--- src/rtl/cpu_step_ctrl.sv ---
// Step/run controller for a single-cycle CPU: button edge pulses, HALT/STEP/RUN clock-enable
// generation with optional slow-run divider, and an issued-cycle counter.
module cpu_step_ctrl #(
    parameter int unsigned SLOW_DIV = 25_000_000,
    parameter int unsigned CNT_W    = 32
) (
    input  logic             clk,
    input  logic             rst,
    input  logic [3:0]       btn_ok,
    input  logic [7:0]       sw_ok,
    output logic             cpu_en,
    output logic [3:0]       btn_pulse,
    output logic             running,
    output logic [CNT_W-1:0] cycle_cnt
);

    localparam int unsigned DIV_W = (SLOW_DIV > 2) ? $clog2(SLOW_DIV) : 1;
    localparam logic [DIV_W-1:0] DIV_MAX = DIV_W'(SLOW_DIV - 1);

    typedef enum logic [1:0] {
        S_HALT = 2'd0,
        S_STEP = 2'd1,
        S_RUN  = 2'd2
    } state_t;

    state_t           state;
    state_t           state_nxt;
    logic [DIV_W-1:0] div;
    logic [DIV_W-1:0] div_nxt;
    logic [3:0]       btn_q;
    logic             slow_q;
    logic             unused_sw;

    assign unused_sw = ^{sw_ok[7:2], sw_ok[0]};

    // btn_q resets high so a button held through reset never produces a pulse
    always_ff @(posedge clk or negedge rst) begin
        if (!rst) begin
            state     <= S_HALT;
            div       <= '0;
            btn_q     <= 4'b1111;
            btn_pulse <= 4'b0000;
            slow_q    <= 1'b0;
            cycle_cnt <= '0;
        end else begin
            state     <= state_nxt;
            div       <= div_nxt;
            btn_q     <= btn_ok;
            btn_pulse <= btn_ok & ~btn_q;
            slow_q    <= sw_ok[1];
            if (btn_pulse[2]) begin
                cycle_cnt <= '0;
            end else if (cpu_en) begin
                cycle_cnt <= cycle_cnt + CNT_W'(1);
            end
        end
    end

    // Next state and enable decode; cpu_en depends only on registered state, div and slow_q
    always_comb begin
        state_nxt = state;
        div_nxt   = '0;
        cpu_en    = 1'b0;
        running   = 1'b0;
        case (state)
            S_HALT: begin
                if (btn_pulse[1]) begin
                    state_nxt = S_RUN;
                end else if (btn_pulse[0]) begin
                    state_nxt = S_STEP;
                end
            end
            S_STEP: begin
                cpu_en    = 1'b1;
                state_nxt = S_HALT;
            end
            S_RUN: begin
                running = 1'b1;
                cpu_en  = !slow_q || (div == DIV_MAX);
                // div only advances while slow mode is both registered and still selected
                if (slow_q && sw_ok[1]) begin
                    div_nxt = (div == DIV_MAX) ? '0 : div + DIV_W'(1);
                end
                if (btn_pulse[1]) begin
                    state_nxt = S_HALT;
                    div_nxt   = '0;
                end
            end
            default: begin
                state_nxt = S_HALT;
            end
        endcase
    end

endmodule
--- config.mk ---
export PLATFORM = sky130hd
export DESIGN_NAME = cpu_step_ctrl
export DESIGN_NICKNAME = d
export VERILOG_FILES = /design/src/rtl/cpu_step_ctrl.sv
export SDC_FILE = /design/constraint.sdc
export NUM_CORES = 1
export LEC_CHECK = 0
export BUFFER_PORTS_ARGS = -buffer_cell sky130_fd_sc_hd__buf_4
export CAP_MARGIN = 10
export CELL_PAD_IN_SITES_DETAIL_PLACEMENT = 0
export CELL_PAD_IN_SITES_GLOBAL_PLACEMENT = 1
export CORE_ASPECT_RATIO = 1.1
export CORE_MARGIN = 2
export CORE_UTILIZATION = 44
export CTS_CLUSTER_DIAMETER = 100
export DETAILED_ROUTE_END_ITERATION = 12
export HOLD_SLACK_MARGIN = 0.03
export PLACE_DENSITY_LB_ADDON = 0.1
export SLEW_MARGIN = 20
export SYNTH_ARGS = -nofsm -noshare
export SYNTH_HDL_FRONTEND = slang
export SYNTH_SLANG_ARGS = --single-unit
--- constraint.sdc ---
create_clock -name clk -period 4.6 [get_ports clk]
set_input_delay 1.38 -clock clk [delete_from_list [all_inputs] [get_ports clk]]
set_output_delay 1.38 -clock clk [all_outputs]
set_load 0.005 [all_outputs]
==> out/qor.yml, run 1 <==
ys_seq_area_share_pct: 48.5
vias_per_cell: 5.42
synth-xor-area-share_pct: 5.73
tightest_slew_ns: 0.947
drt-initial-drc-count: 163
die_height_um: 97.8
cts_hold_buf: 0
cts.path.max_buffers: 2
synth.avg_cell_area_um2: 9.61
power_mw: 1.38
area_growth_pct: 18.6
hp-class: "flop to flop"
maxSlewHeadroom_pct: 36.7
antenna_found_initial: 0
power_leakage_nw: 1.72
setup_viol_count_final: 0
drt-total-wl_um: 7520
dr.pass1.iters: 4
hold_viol: 0
diodes: 0
ys_types: 38
cts_tree: "done"
synth_mux_area_share_pct: 4.45
gr-total-overflow: 0
die-width_um: 89.3
synth_nets: 385
core_area_um2: 7830
synth_top_family_by_area: "simple AND/OR/NAND/NOR gates"
initial_core_util_pct: 44.9
grt_max_degree: 69
worstSetupPathType: "flop to output pin"
required_ns: 3.22
cp.arrival_ns: 2.27
outcome: "complete, no violations"
yosys_warnings: 0
fmax_mhz: 274
drive_gt1_share_pct: 17.9
power.density_nw_per_um2: 331
synth_top_area_share_pct: 45.5
synth_top_area_cell: "dfrtp_1"
dieArea_um2: 8730
ys_top_cells_by_area: "dfrtp_1, nor2_1, mux2_1, xor2_1, a21oi_1"
insertion_delay_ns: 0.34
grt_pass1_wl_um: 13200
io_pins: 52
syn_inst: 366
netlist_area_um2: 3520
hpwl_um: 4870
post-cts-setup-buffer-count: 0
start_kind: "flop"
clkSinkCount: 68
skew_ns: 0.0122
cts_root_buffer: "clkbuf_8"
finalSetupTns_ns: 0
rows: 34
cts_max_level: 3
first_global_vias: 2734
slew_viol_final: 0
post-route-period-util_pct: 79.4
critPathCaptureType: "output pin"
fin_nets: 427
gr-usage-all-layers_pct: 19.0
gp_congestion: 0.780
num_vias: 2822
path_max_fanout: 50
yosys.area_share.simple_pct: 29.7
ir_drop_v: 0.000219
period_minus_slack_ns: 3.65
numCtsBuffers: 9
synth-compound-area-share_pct: 7.25
path_clk_slew_ns: 0.07
ys_seq_elements: 68
wl_per_cell_um: 14.4
postCtsResizedCells: 0
drc: 0
rsz0062_at_grt: "false"
synthAdderAreaFrac_pct: 1.78
drv_cap: 0
drtAntennaViolNets: 0
io_buffers: 44
## logic make-up after synthesis
family                   count (synthesis)
AO/OA/AOI/OAI                           43
XOR/XNOR                                23
adder cells (fa/ha/maj)                  5
buffers and inverters                   24
flip-flops                              68
multiplexers                            14
AND/OR/NAND/NOR                        189
## report_power, final
group / internal (mW) / leakage, nW / total (mW) / switching (mW)
registers: 0.616 / 0.927 / 0.630 / 0.0143
clock network: 0.320 / 0.107 / 0.546 / 0.226
logic: 0.0661 / 0.681 / 0.207 / 0.141
total: 1.00 / 1.72 / 1.38 / 0.380
## cells in the mapped netlist, drive strengths merged
cell type / n
a211oi: 1
a21oi: 21
and2: 1
and3: 5
and4: 4
buf: 2
clkbuf: 14
dfrtp: 64
dfstp: 4
ha: 5
inv: 8
mux2: 13
mux2i: 1
nand2: 26
nand2b: 2
nand3: 21
nand4: 15
nand4b: 2
nand4bb: 1
nor2: 53
nor2b: 16
nor3: 7
nor3b: 1
nor4: 10
nor4b: 3
o21a: 1
o21ai: 6
o31ai: 14
or2: 2
or3: 5
or3b: 1
or4: 14
xnor2: 7
xor2: 16
## registers in the layout, summed over array words and instances, names as in the netlist
signal / count
div: 25
state: 2
btn_q: 4
slow_q: 1
btn_pulse: 4
cycle_cnt: 32
## path summary, 6_finish.rpt
kind / cells after the start / endpoint / from / slack (ns)
min in group asynchronous: 1 / cycle_cnt[31] / rst / 1.12
worst max register to register: 7 / cycle_cnt[31] / div[0] / 2.13
worst max-delay path: 7 / cpu_en / div[0] / 0.95
worst min register to register: 1 / btn_pulse[3] / btn_q[3] / 0.49
worst min-delay path: 1 / btn_pulse[3] / btn_q[3] / 0.49
max in group asynchronous: 1 / div[18] / rst / 2.86
## cells in the final DEF (no fill, tap or decap), drive strengths merged, types with 2 or more instances in the layout
cell    count
nand2b      2
o21ai       6
or3         5
nor2b      16
buf        47
and3        5
a21oi      21
or4        14
dfrtp      64
o31ai      14
ha          5
nand4      15
dfstp       4
xor2       16
clkbuf     12
xnor2       7
nand3      21
mux2       13
nor3        7
nor4       10
nand4b      2
nor4b       3
and4        4
nand2      26
inv         8
nor2       53
bufinv      2
or2         2
## metal layers
metal	global-route usage [%]	share of wire (%)	vias to the layer above
li1	-	-	1390
met1	25.9	45	1384
met2	30.6	51	42
met3	4.56	3.2	6
met4	4.48	1.0	0
met5	0	0	-
## critical path, cell delays in order (launching register included)
cell	delay, ns
dfrtp_1	0.42
ha_1	0.23
nand2_1	0.13
nor4b_2	0.43
a211oi_4	0.10
buf_4	0.29
nor2_1	0.21
buf_4	0.14
## area by class of cell
class | instances | area (um2)
clock buffers | 12 | 145
repair buffers | 47 | 353
inverters | 8 | 30.0
flip-flops and latches | 68 | 1710
multi-input cells | 274 | 1730
clock inverters | 4 | 72.6
well taps | 108 | 135
fillers | 775 | 3650
## metrics by stage
step / instance area [um2] / utilization (%) / std cells / hold WS (ns) / worst slack [ns]
floorplan: 3520 / - / 366 / 0.464 / 1.64
global placement: 3960 / 50.5 / 505 / 0.466 / 1.26
detailed placement: 3960 / 50.5 / 505 / 0.475 / 1.25
CTS: 4170 / 53.3 / 521 / 0.493 / 0.886
global route: 4170 / 53.3 / 521 / 0.503 / 0.770
finish: 4170 / 53.3 / 521 / 0.487 / 0.947
No activity file was read; power rests on OpenSTA's default activity.
==> inputs of run 2 (changes only) <==
- CORE_UTILIZATION: 44 -> 40
- clock period: 4.6 -> 3.1 ns (I/O delays scaled with it)
==> run 2 against run 1 <==
Net effect: final cell count grew 1.2%; die area up 9.6%; clock power grew 16%; combinational power up 47%; setup slack lost 0.78 ns; flip-flop and latch count unchanged; power is 35% higher; highest routed layer unchanged.
==> out/qor.yml, run 2 (synthesis results as in run 1) <==
path_clk_slew_ns: 0.07
critPathCaptureType: "output pin"
post-route-period-util_pct: 94.5
grt_pass1_wl_um: 13000
finalSetupTns_ns: 0
cts_max_level: 3
ir_drop_v: 0.000204
postCtsResizedCells: 0
power_leakage_nw: 1.71
cp.arrival_ns: 2.00
initial_core_util_pct: 41.6
largest-register: "cycle_cnt"
period_minus_slack_ns: 2.93
outcome: "complete, no violations"
max_stage_delay_ns: 0.43
pre_cts_slack_ns: 0.492
hpwl_um: 4870
drt-total-wl_um: 7520
final_core_util_pct: 49.0
crit_path_top_delay_cell: "nor4b_2"
cts_tree: "done"
worstSetupPathType: "flop to output pin"
crit_family: "simple AND/OR/NAND/NOR gates"
fin_ws_ns: 0.170
crit_cells: 6
critPathBufInv: 1
rows: 35
io_pins: 52
crit_start: "div[0]"
start_kind: "flop"
path_max_fanout: 6
dieArea_um2: 9560
placedInstanceArea_um2: 3980
tightest_slew_ns: 0.888
skew_ns: 0.00746
gr-usage-all-layers_pct: 17.1
cts_hold_buf: 0
diodes: 0
area_growth_pct: 17.8
dr.pass1.iters: 4
r2r_slack_ns: 0.61
post-cts-setup-buffer-count: 0
drt-initial-drc-count: 118
antenna_found_initial: 0
wl_met1_um: 3650
first_global_vias: 2739
wl_per_cell_um: 14.3
vias_per_cell: 5.31
r2r_start: "div[0]"
power.density_nw_per_um2: 451
final_common_cell: "dfrtp_1"
top_layer_used: "met4"
cts_root_buffer: "clkbuf_8"
grt_max_degree: 69
drc: 0
crit_chain: "ha_1, nand2_1, nor4b_2, a211oi_4, nor2_1, buf_4"
clkSinkCount: 68
fin_cells: 527
numCtsBuffers: 9
met2_length_um: 3510
gp_congestion: 0.742
fmax_mhz: 341
endpoint: "cpu_en"
maxSlewHeadroom_pct: 40.8
placedCellCount: 511
hp-class: "flop to flop"
die-width_um: 93.4
top_regs: "cycle_cnt: 32 flops, div: 25 flops"
rr_endpoint: "cycle_cnt[31]"
rsz0062_at_grt: "false"
mostFrequentLayoutCells: "dfrtp_1, nor2_1, buf_4"
io_buffers: 44
drive_gt1_share_pct: 18.0
drv_cap: 0
r2r_cells: 7
final_area_um2: 4150
cts.path.max_buffers: 2
insertion_delay_ns: 0.33
fin_nets: 430
fillers: 827
drtAntennaViolNets: 0
setup_viol_count_final: 0
largest_register_ffs: 32
required_ns: 2.17
slew_viol_final: 0
hold_viol: 0
die_height_um: 102
core_area_um2: 8450
gr-total-overflow: 0
num_vias: 2800
wl_met3_um: 261
run 2: worst reg2reg max path, delay by kind of cell, from the launching register on:
| family | cells | cell delay [ns] |
|---|---|---|
| simple gates | 3 | 0.96 |
| mux | 1 | 0.35 |
| compound gates | 1 | 0.12 |
| buf+inv | 1 | 0.29 |
| fa+ha+maj | 1 | 0.24 |
| flops | 1 | 0.42 |
run 2: routing by layer:
| metal | up-vias | GRT usage, % |
|---|---|---|
| met5 | - | 0 |
| met4 | 0 | 6.33 |
| met3 | 7 | 3.61 |
| met2 | 39 | 27.6 |
| met1 | 1362 | 22.8 |
| li1 | 1392 | - |
run 2: power by group:
| group | internal [mW] | leakage (nW) | switching (mW) | total [mW] |
|---|---|---|---|---|
| clock | 0.311 | 0.0844 | 0.319 | 0.631 |
| sequential | 0.914 | 0.927 | 0.0213 | 0.935 |
| combinational | 0.0996 | 0.696 | 0.204 | 0.304 |
run 2: how the worst min path moves through the flow:
stage	startpoint	endpoint	slack (ns)	cells past startpoint
floorplan	btn_q[0]	btn_pulse[0]	0.46	1
global placement	btn_q[2]	btn_pulse[2]	0.47	1
detailed placement	btn_q[3]	btn_pulse[3]	0.48	1
CTS	btn_q[3]	btn_pulse[3]	0.49	1
global route	btn_q[0]	btn_pulse[0]	0.51	1
finish	btn_q[3]	btn_pulse[3]	0.49	1
run 2: cell type report:
class,instances,area (um2),area share (%)
Tap cell,111,139,3.35
Sequential cell,68,1710,41.2
Clock inverter,2,10.0,0.241
Multi-Input combinational cell,274,1730,41.8
Inverter,8,30.0,0.724
Clock buffer,14,153,3.68
Timing Repair Buffer,50,375,9.06
run 2: stage by stage:
stage	hold WS, ns	total power [mW]
after floorplan	0.464	1.14
after global placement	0.467	1.26
after detailed placement	0.476	1.26
after CTS	0.492	1.90
after global routing	0.508	1.99
final	0.487	1.87
==> inputs of run 3 (changes only) <==
- CORE_UTILIZATION: 40 -> 44
- PLACE_DENSITY: not set -> 0.91
- PLACE_DENSITY_LB_ADDON: 0.1 -> not set
- clock period: 3.1 -> 3.4 ns (I/O delays scaled with it)
==> run 3 against run 2 <==
Net effect: hold slack worse by 0.00070 ns; largest power group unchanged; utilization up 4.6 points; non-clock buffer count down 2; combinational power down 8.9%; setup slack better by 0.21 ns; clock-buffer cell count down 2; register-to-register slack better by 0.29 ns.
==> out/qor.yml, run 3 (synthesis results as in run 1) <==
period_minus_slack_ns: 3.02
rows: 34
drv_cap: 0
io_buffers: 44
wl_per_cell_um: 14.1
area_growth_pct: 19.3
top_layer_used: "met4"
post-cts-setup-buffer-count: 0
gr-usage-all-layers_pct: 18.0
holdWs_ns: 0.486
start_kind: "flop"
gp_congestion: 0.825
top_regs: "cycle_cnt: 32 flops, div: 25 flops"
cts_tree: "done"
drtAntennaViolNets: 0
rsz0062_at_grt: "false"
fin_ws_ns: 0.385
post-route-period-util_pct: 88.7
wl_met3_um: 294
diodes: 0
die_height_um: 97.8
vias_per_cell: 5.52
antenna_found_initial: 0
critPathCaptureType: "output pin"
mostFrequentLayoutCells: "dfrtp_1, nor2_1, buf_4"
outcome: "complete, no violations"
met2_length_um: 3690
initial_core_util_pct: 44.9
cts_hold_buf: 0
dieArea_um2: 8730
slew_viol_final: 0
die-width_um: 89.3
gr-total-overflow: 0
required_ns: 2.38
ir_drop_v: 0.000263
first_global_vias: 2802
power.density_nw_per_um2: 454
max_stage_delay_ns: 0.44
worstSetupPathType: "flop to output pin"
pre_cts_slack_ns: 0.687
numCtsBuffers: 9
cp.arrival_ns: 2.00
power_leakage_nw: 1.74
fillers: 744
seq_area_um2: 1710
skew_ns: 0.00741
clkSinkCount: 68
crit_path_top_delay_cell: "nor4b_2"
final_common_cell: "dfrtp_1"
core_area_um2: 7830
path_max_fanout: 6
hp-class: "flop to flop"
drt-initial-drc-count: 192
tightest_slew_ns: 0.870
hold_depth: 1
cts_max_level: 3
dr.pass1.iters: 4
largest-register: "cycle_cnt"
cts.path.max_buffers: 2
setup_viol_count_final: 0
wl_met1_um: 3270
multi_input_area_um2: 1730
finalSetupTns_ns: 0
drc: 0
num_vias: 2879
hold_viol: 0
fin_nets: 428
postCtsResizedCells: 0
insertion_delay_ns: 0.35
largest_register_ffs: 32
io_pins: 52
fmax_mhz: 332
r2r_cells: 7
grt_max_degree: 69
grt_pass1_wl_um: 12600
hpwl_um: 4770
maxSlewHeadroom_pct: 42.0
crit_chain: "ha_1, nand2_1, nor4b_2, a211oi_4, nor2_1, buf_4"
drt-total-wl_um: 7350
drive_gt1_share_pct: 18.6
cts_root_buffer: "clkbuf_8"
path_clk_slew_ns: 0.07
[run 3: cell types whose count changed in the layout (fill, tap and decap cells not counted), sizes merged]
cell	previous run	this run
buf	50	48
bufinv	0	2
clkbuf	14	12
[run 3: per-layer routing]
| layer | up-vias | GRT usage, % |
|---|---|---|
| met5 | - | 0 |
| met4 | 0 | 6.66 |
| met3 | 9 | 4.40 |
| met2 | 55 | 29.9 |
| met1 | 1423 | 22.5 |
| li1 | 1392 | - |
[run 3: final cells by class]
cell class,count,area share [%]
tap,108,3.22
sequential,68,40.6
clock buffer,12,3.93
clock inverter,4,1.67
inverter,8,0.715
multi-input combinational,274,41.2
timing repair buffer,48,8.58
[run 3: worst max-delay path, delay by kind of cell, from the launching register on]
family                     cells  cell delay (ns)
and+or+nand+nor                3             0.74
DFF                            1             0.42
adders and majority gates      1             0.23
AOI/OAI and AO/OA              1             0.11
buffers and inverters          1             0.14
[run 3: worst paths after layout]
kind / endpoint / slack, ns / from
worst max-delay path: cpu_en / 0.38 / div[0]
worst min-delay path: btn_pulse[3] / 0.49 / btn_q[3]
worst max register to register: cycle_cnt[28] / 0.90 / div[0]
worst min register to register: btn_pulse[3] / 0.49 / btn_q[3]
max in group asynchronous: div[11] / 2.04 / rst
min in group asynchronous: cycle_cnt[9] / 0.78 / rst
[run 3: power breakdown]
group,switching (mW),internal (mW),total (mW)
combinational,0.187,0.0905,0.277
clock,0.305,0.471,0.776
sequential,0.0179,0.833,0.851
[run 3: per-stage QoR]
step	utilization (%)	total power, mW	cell area, um2	instances
6_report	53.6	1.90	4200	522
5_1_grt	53.6	2.00	4200	522
4_1_cts	53.6	1.93	4200	522
3_5_place_dp	50.6	1.15	3960	506
3_3_place_gp	50.6	1.14	3960	506
2_1_floorplan	-	1.04	3520	366
